$ cat src/rtl/ajcrisc_pkg.sv
// Shared encodings for the AJC RISC memory path: arbiter state, bus owner codes
// and the read/write convention used by the control unit.
package ajcrisc_pkg;

   typedef enum logic [1:0] {
      S_IDLE  = 2'b00,
      S_ISSUE = 2'b01,
      S_DONE  = 2'b10
   } state_t;

   localparam logic [1:0] OWN_NONE = 2'b00;
   localparam logic [1:0] OWN_CPU  = 2'b01;
   localparam logic [1:0] OWN_DMA  = 2'b10;

   localparam logic RW_READ  = 1'b0;
   localparam logic RW_WRITE = 1'b1;

   function automatic logic [1:0] owner_code(input logic is_dma);
      return is_dma ? OWN_DMA : OWN_CPU;
   endfunction

endpackage

$ cat src/rtl/ajcrisc_starve_cnt.sv
// Saturating count of CPU wins taken while DMA was waiting; at_lim hands the
// next contested arbitration to DMA.
module ajcrisc_starve_cnt #(
   parameter int LIM = 3
) (
   input  logic clk,
   input  logic rst,
   input  logic inc,
   input  logic clr,
   output logic at_lim
);

   logic [3:0] cnt;

   assign at_lim = (cnt == 4'(LIM));

   always_ff @(posedge clk or posedge rst) begin
      if (rst)
         cnt <= '0;
      else if (clr)
         cnt <= '0;
      else if (inc && !at_lim)
         cnt <= cnt + 4'd1;
   end

endmodule

$ cat src/rtl/ajcrisc_mem_arb.sv
// CPU / DMA arbiter for the single-port memory: every access is IDLE -> ISSUE -> DONE
// with a one-cycle ack in DONE. CPU wins by default, DMA wins after STARVE_LIM losses.
module ajcrisc_mem_arb
   import ajcrisc_pkg::*;
#(
   parameter int AW         = 8,
   parameter int DW         = 8,
   parameter int STARVE_LIM = 3
) (
   input  logic          clk,
   input  logic          rst,
   input  logic          cpu_req,
   input  logic          cpu_rw,
   input  logic [AW-1:0] cpu_addr,
   input  logic [DW-1:0] cpu_wdata,
   output logic [DW-1:0] cpu_rdata,
   output logic          cpu_ack,
   input  logic          dma_req,
   input  logic          dma_rw,
   input  logic [AW-1:0] dma_addr,
   input  logic [DW-1:0] dma_wdata,
   output logic [DW-1:0] dma_rdata,
   output logic          dma_ack,
   output logic [AW-1:0] mem_addr,
   output logic [DW-1:0] mem_wdata,
   output logic          mem_we,
   input  logic [DW-1:0] mem_rdata,
   output logic [1:0]    owner,
   output logic          busy
);

   state_t state;
   logic   at_lim;
   logic   grant_cpu, grant_dma;

   always_comb begin
      grant_cpu = 1'b0;
      grant_dma = 1'b0;
      if (state == S_IDLE) begin
         if (cpu_req && !(dma_req && at_lim))
            grant_cpu = 1'b1;
         else if (dma_req)
            grant_dma = 1'b1;
      end
   end

   ajcrisc_starve_cnt #(.LIM(STARVE_LIM)) u_starve (
      .clk    (clk),
      .rst    (rst),
      .inc    (grant_cpu && dma_req),
      .clr    (grant_dma),
      .at_lim (at_lim)
   );

   // Memory read data lands in DONE, so a plain copy lines up with the ack.
   assign cpu_rdata = mem_rdata;
   assign dma_rdata = mem_rdata;
   assign busy      = (state != S_IDLE);

   always_ff @(posedge clk or posedge rst) begin
      if (rst) begin
         state     <= S_IDLE;
         owner     <= OWN_NONE;
         mem_we    <= 1'b0;
         mem_addr  <= '0;
         mem_wdata <= '0;
         cpu_ack   <= 1'b0;
         dma_ack   <= 1'b0;
      end else begin
         cpu_ack <= 1'b0;
         dma_ack <= 1'b0;
         case (state)
            S_IDLE: begin
               if (grant_cpu || grant_dma) begin
                  mem_addr  <= grant_dma ? dma_addr : cpu_addr;
                  mem_wdata <= grant_dma ? dma_wdata : cpu_wdata;
                  mem_we    <= ((grant_dma ? dma_rw : cpu_rw) == RW_WRITE);
                  owner     <= owner_code(grant_dma);
                  state     <= S_ISSUE;
               end
            end
            S_ISSUE: begin
               mem_we  <= 1'b0;
               cpu_ack <= (owner == OWN_CPU);
               dma_ack <= (owner == OWN_DMA);
               state   <= S_DONE;
            end
            S_DONE: begin
               owner <= OWN_NONE;
               state <= S_IDLE;
            end
            default: begin
               mem_we <= 1'b0;
               owner  <= OWN_NONE;
               state  <= S_IDLE;
            end
         endcase
      end
   end

endmodule

$ cat config.mk
export PLATFORM = sky130hd
export DESIGN_NAME = ajcrisc_mem_arb
export DESIGN_NICKNAME = d
export VERILOG_FILES = /design/src/rtl/ajcrisc_pkg.sv /design/src/rtl/ajcrisc_starve_cnt.sv /design/src/rtl/ajcrisc_mem_arb.sv
export SDC_FILE = /design/constraint.sdc
export NUM_CORES = 1
export LEC_CHECK = 0
export BUFFER_PORTS_ARGS = -buffer_cell sky130_fd_sc_hd__buf_2
export CAP_MARGIN = 0
export CORE_UTILIZATION = 41
export CTS_CLUSTER_SIZE = 10
export DETAILED_ROUTE_END_ITERATION = 6
export HOLD_SLACK_MARGIN = 0.02
export PLACE_DENSITY = 0.82
export SYNTH_ARGS = -nofsm -noshare
export SYNTH_HDL_FRONTEND = slang
export SYNTH_SLANG_ARGS = --single-unit
$ cat constraint.sdc
create_clock -name clk -period 1.35 [get_ports clk]
set_input_delay 0.0675 -clock clk [delete_from_list [all_inputs] [get_ports clk]]
set_output_delay 0.0675 -clock clk [all_outputs]
set_load 0.005 [all_outputs]
==> summary.md <==
| Metric | Value |
|---|---|
| Synth Net Count | 222 |
| Die area | 4450 um^2 |
| IO buf count | 59 |
| Levels on crit path | 5 |
| Synth area leaders | dfrtp_1 39%, a221oi_2 7.9%, buf_4 7.9% |
| Hold Path Class | input port to flip-flop |
| # rows | 23 |
| Ys Warns | 0 |
| Worst endpoint required time | 1.52 ns |
| R2r worst-path depth | 5 |
| Syn_area_per_cell | 9.81 um^2 |
| Largest net degree at the start of global routing | 28 |
| Final setup viols | 14 |
| Gr usage total | 0.190 |
| Fin crit share | 1.09 |
| Die Ht | 66.7 um |
| Top-area cell type share of the netlist area | 0.394 |
| Initial drt markers | 58 |
| Share of layout cells above drive strength 1 | 0.444 |
| Worst-Margin Slew | 0.399 ns |
| First-pass GRT wire length | 6.38 mm |
| Critical Path AT | 1.64 ns |
| Vias per cell | 5.39 |
| Synth cell types | 32 |
| Dpl ws | -0.131 ns |
| Antenna Nets Post-Route | 0 |
| Final #Nets | 273 |
| Placeable Area | 4000 um^2 |
| Most common cell after layout, fill and taps aside | buf_2 |
| CTS tree | done |
| Clock buffer depth | 2 |
| Dominant synthesized flop cell | dfrtp_1 |
| Average wire per standard cell | 14.6 um |
| Initial core utilization | 0.429 |
| Worst setup SP type | flip-flop |
| Initial antenna violation count | 0 |
| Slowest-stage cell, CP | dfrtp_1 |
| Fin worst setup slack | -0.117 ns |
| Worst-Skew Late Latency | 0.27 ns |
| Die Wd | 66.7 um |
| # Max-Cap Violations | 0 |
| Post-DP HPWL | 2.86 mm |
| CP Capture Type | flip-flop |
| Hold path cells | 3 |
| Worst-path maximum fanout | 5 |
| WS Path Type | flip-flop to flip-flop |
| Outcome | complete, but fails checks |
| Max-slew violations | 0 |
| Final critical-path required period | 1.47 ns |
| Fmax | 0.681 GHz |
| Total wire length | 4.01 mm |
| DR vias | 1,483 |
| Diodes inserted | 0 |
| IO Pins | 84 |
| Sequential fraction of the synthesis area | 0.394 |
| DRC Markers | 0 |
| RSZ-0062 raised after global routing | yes |
| Area growth syn-to-layout | 21.6% |
| Critical Path Max Stage Delay | 0.42 ns |
| CP top delay family | flip-flops |
| Placer Congestion | 0.818 |
| Most frequent cells in the layout | 59 x buf_2, 28 x nor2_1, 25 x dfrtp_1 |
| Synth Instances | 175 |
| H-Tree Depth | 1 |
| FFs w/ async S/R, synth | 1.00 |
| Largest area contributor in the netlist | dfrtp_1 |
| Vias in the first global route | 1,366 |
| Core Util, Final | 0.522 |
| Failing checks | setup timing |
| Clock root cell | clkbuf_8 |
| Num Clock Sinks | 27 |
| CTS buffer count | 3 |
| DRT Pass-1 Iters | 4 |
| CP cell instances | ha_4 -> nand4bb_4 -> buf_4 -> mux2i_1 -> a221oi_1 |
| Max_slew headroom | 0.733 |
| Number of synthesized flops with an enable pin | 0 |
| Final Hold Vio Count | 0 |
| Worst path buffer plus inverter count | 1 |
| VDD IR max | 1080 uV |
| Remaining global-route overflow | 0 |
| Clock-pin slew on the worst setup and hold paths | 0.09 ns |
| Leak Pwr | 0.993 nW |
| Final setup skew | 0.00147 ns |
| Pwr Density | 1900 nW/um^2 |
| Mapped cell area | 1720 um^2 |
| #FFs+latches synth | 27 |
==> synthesized netlist by cell type (2+ instances only) <==
master    count
inv_1         4
nor2_1       28
a21oi_1      11
nand2b_1     15
nand3_1       3
buf_2         5
a221oi_1      7
mux2i_1       8
buf_6         3
o21ai_1       3
a221oi_2      9
o21ai_0       2
o22ai_1       7
buf_4        18
dfrtp_1      27
nand2_1       7
nor4b_1       3
==> worst paths after layout <==
| path | endpoint | from | slack (ns) |
|---|---|---|---|
| worst max-delay path | mem_addr[7] | u_starve.cnt[1] | -0.12 |
| worst min-delay path | mem_we | dma_rw | 0.09 |
| worst max register to register | mem_addr[7] | u_starve.cnt[1] | -0.12 |
| worst min register to register | cpu_ack | owner[1] | 0.50 |
| max in group asynchronous | state[0] | rst | 0.70 |
| min in group asynchronous | owner[1] | rst | 0.38 |
==> metrics by stage <==
| step | power (mW) | cells | setup TNS, ns | cell area (um^2) | hold slack, ns |
|---|---|---|---|---|---|
| final | 3.97 | 275 | -0.480 | 2090 | 0.0918 |
| after global placement | 3.27 | 268 | -0.0276 | 1970 | 0.135 |
| after global routing | 4.26 | 275 | -1.59 | 2090 | 0.100 |
| after CTS | 3.87 | 273 | -0.377 | 2040 | 0.0888 |
| after detailed placement | 3.36 | 268 | -0.745 | 1970 | 0.135 |
| after floorplan | 2.71 | 175 | 0 | 1720 | 0.120 |
==> worst reg2reg max path, cell delays in order (launching register included) <==
cell,delay (ns)
dfrtp_1,0.42
ha_4,0.18
nand4bb_4,0.17
buf_4,0.21
mux2i_1,0.13
a221oi_1,0.27
==> power by group <==
group	internal, mW	leakage (nW)	switching (mW)	total [mW]
logic	0.959	0.652	1.06	2.02
clock network	0.207	0.0255	0.251	0.458
registers	1.18	0.316	0.315	1.49
total	2.35	0.993	1.63	3.97
==> timing repair <==
item	in CTS	in global routing
hold endpoints to repair	27	0
pin swaps	2	1
gates resized for setup	4	5
buffers inserted	0	2
setup endpoints to repair	18	20
hold buffers	1	0
==> state kept, by name, summed over array words and instances, names as in the netlist <==
name / count
cpu_ack: 1
dma_ack: 1
mem_addr: 8
mem_wdata: 8
mem_we: 1
owner: 2
state: 2
u_starve.cnt: 4
==> kinds of logic after synthesis <==
| family | after synthesis | share of synthesized area |
|---|---|---|
| buffers and inverters | 32 | 0.128 |
| and+or+nand+nor | 62 | 0.203 |
| adders and majority gates | 1 | 0.00729 |
| AOI/OAI and AO/OA | 45 | 0.222 |
| DFF | 27 | 0.394 |
| muxes | 8 | 0.0466 |
==> routing by layer <==
metal | routed length (um) | GRT usage | share of wire | vias up
met5 | 0 | 0 | 0 | -
met4 | 35 | 0.0638 | 0.0087 | 0
met1 | 1780 | 0.252 | 0.44 | 716
li1 | - | - | - | 713
met2 | 1970 | 0.304 | 0.49 | 48
met3 | 222 | 0.0428 | 0.055 | 6
==> final cells by class <==
type	count	area, um^2
Clock buffer	3	41.3
Clock inverter	1	5.00
Fill cell	355	1910
Inverter	5	21.3
Multi-Input combinational cell	116	860
Sequential cell	27	678
Tap cell	50	62.6
Timing Repair Buffer	73	419
No activity file was read; power rests on OpenSTA's default activity.
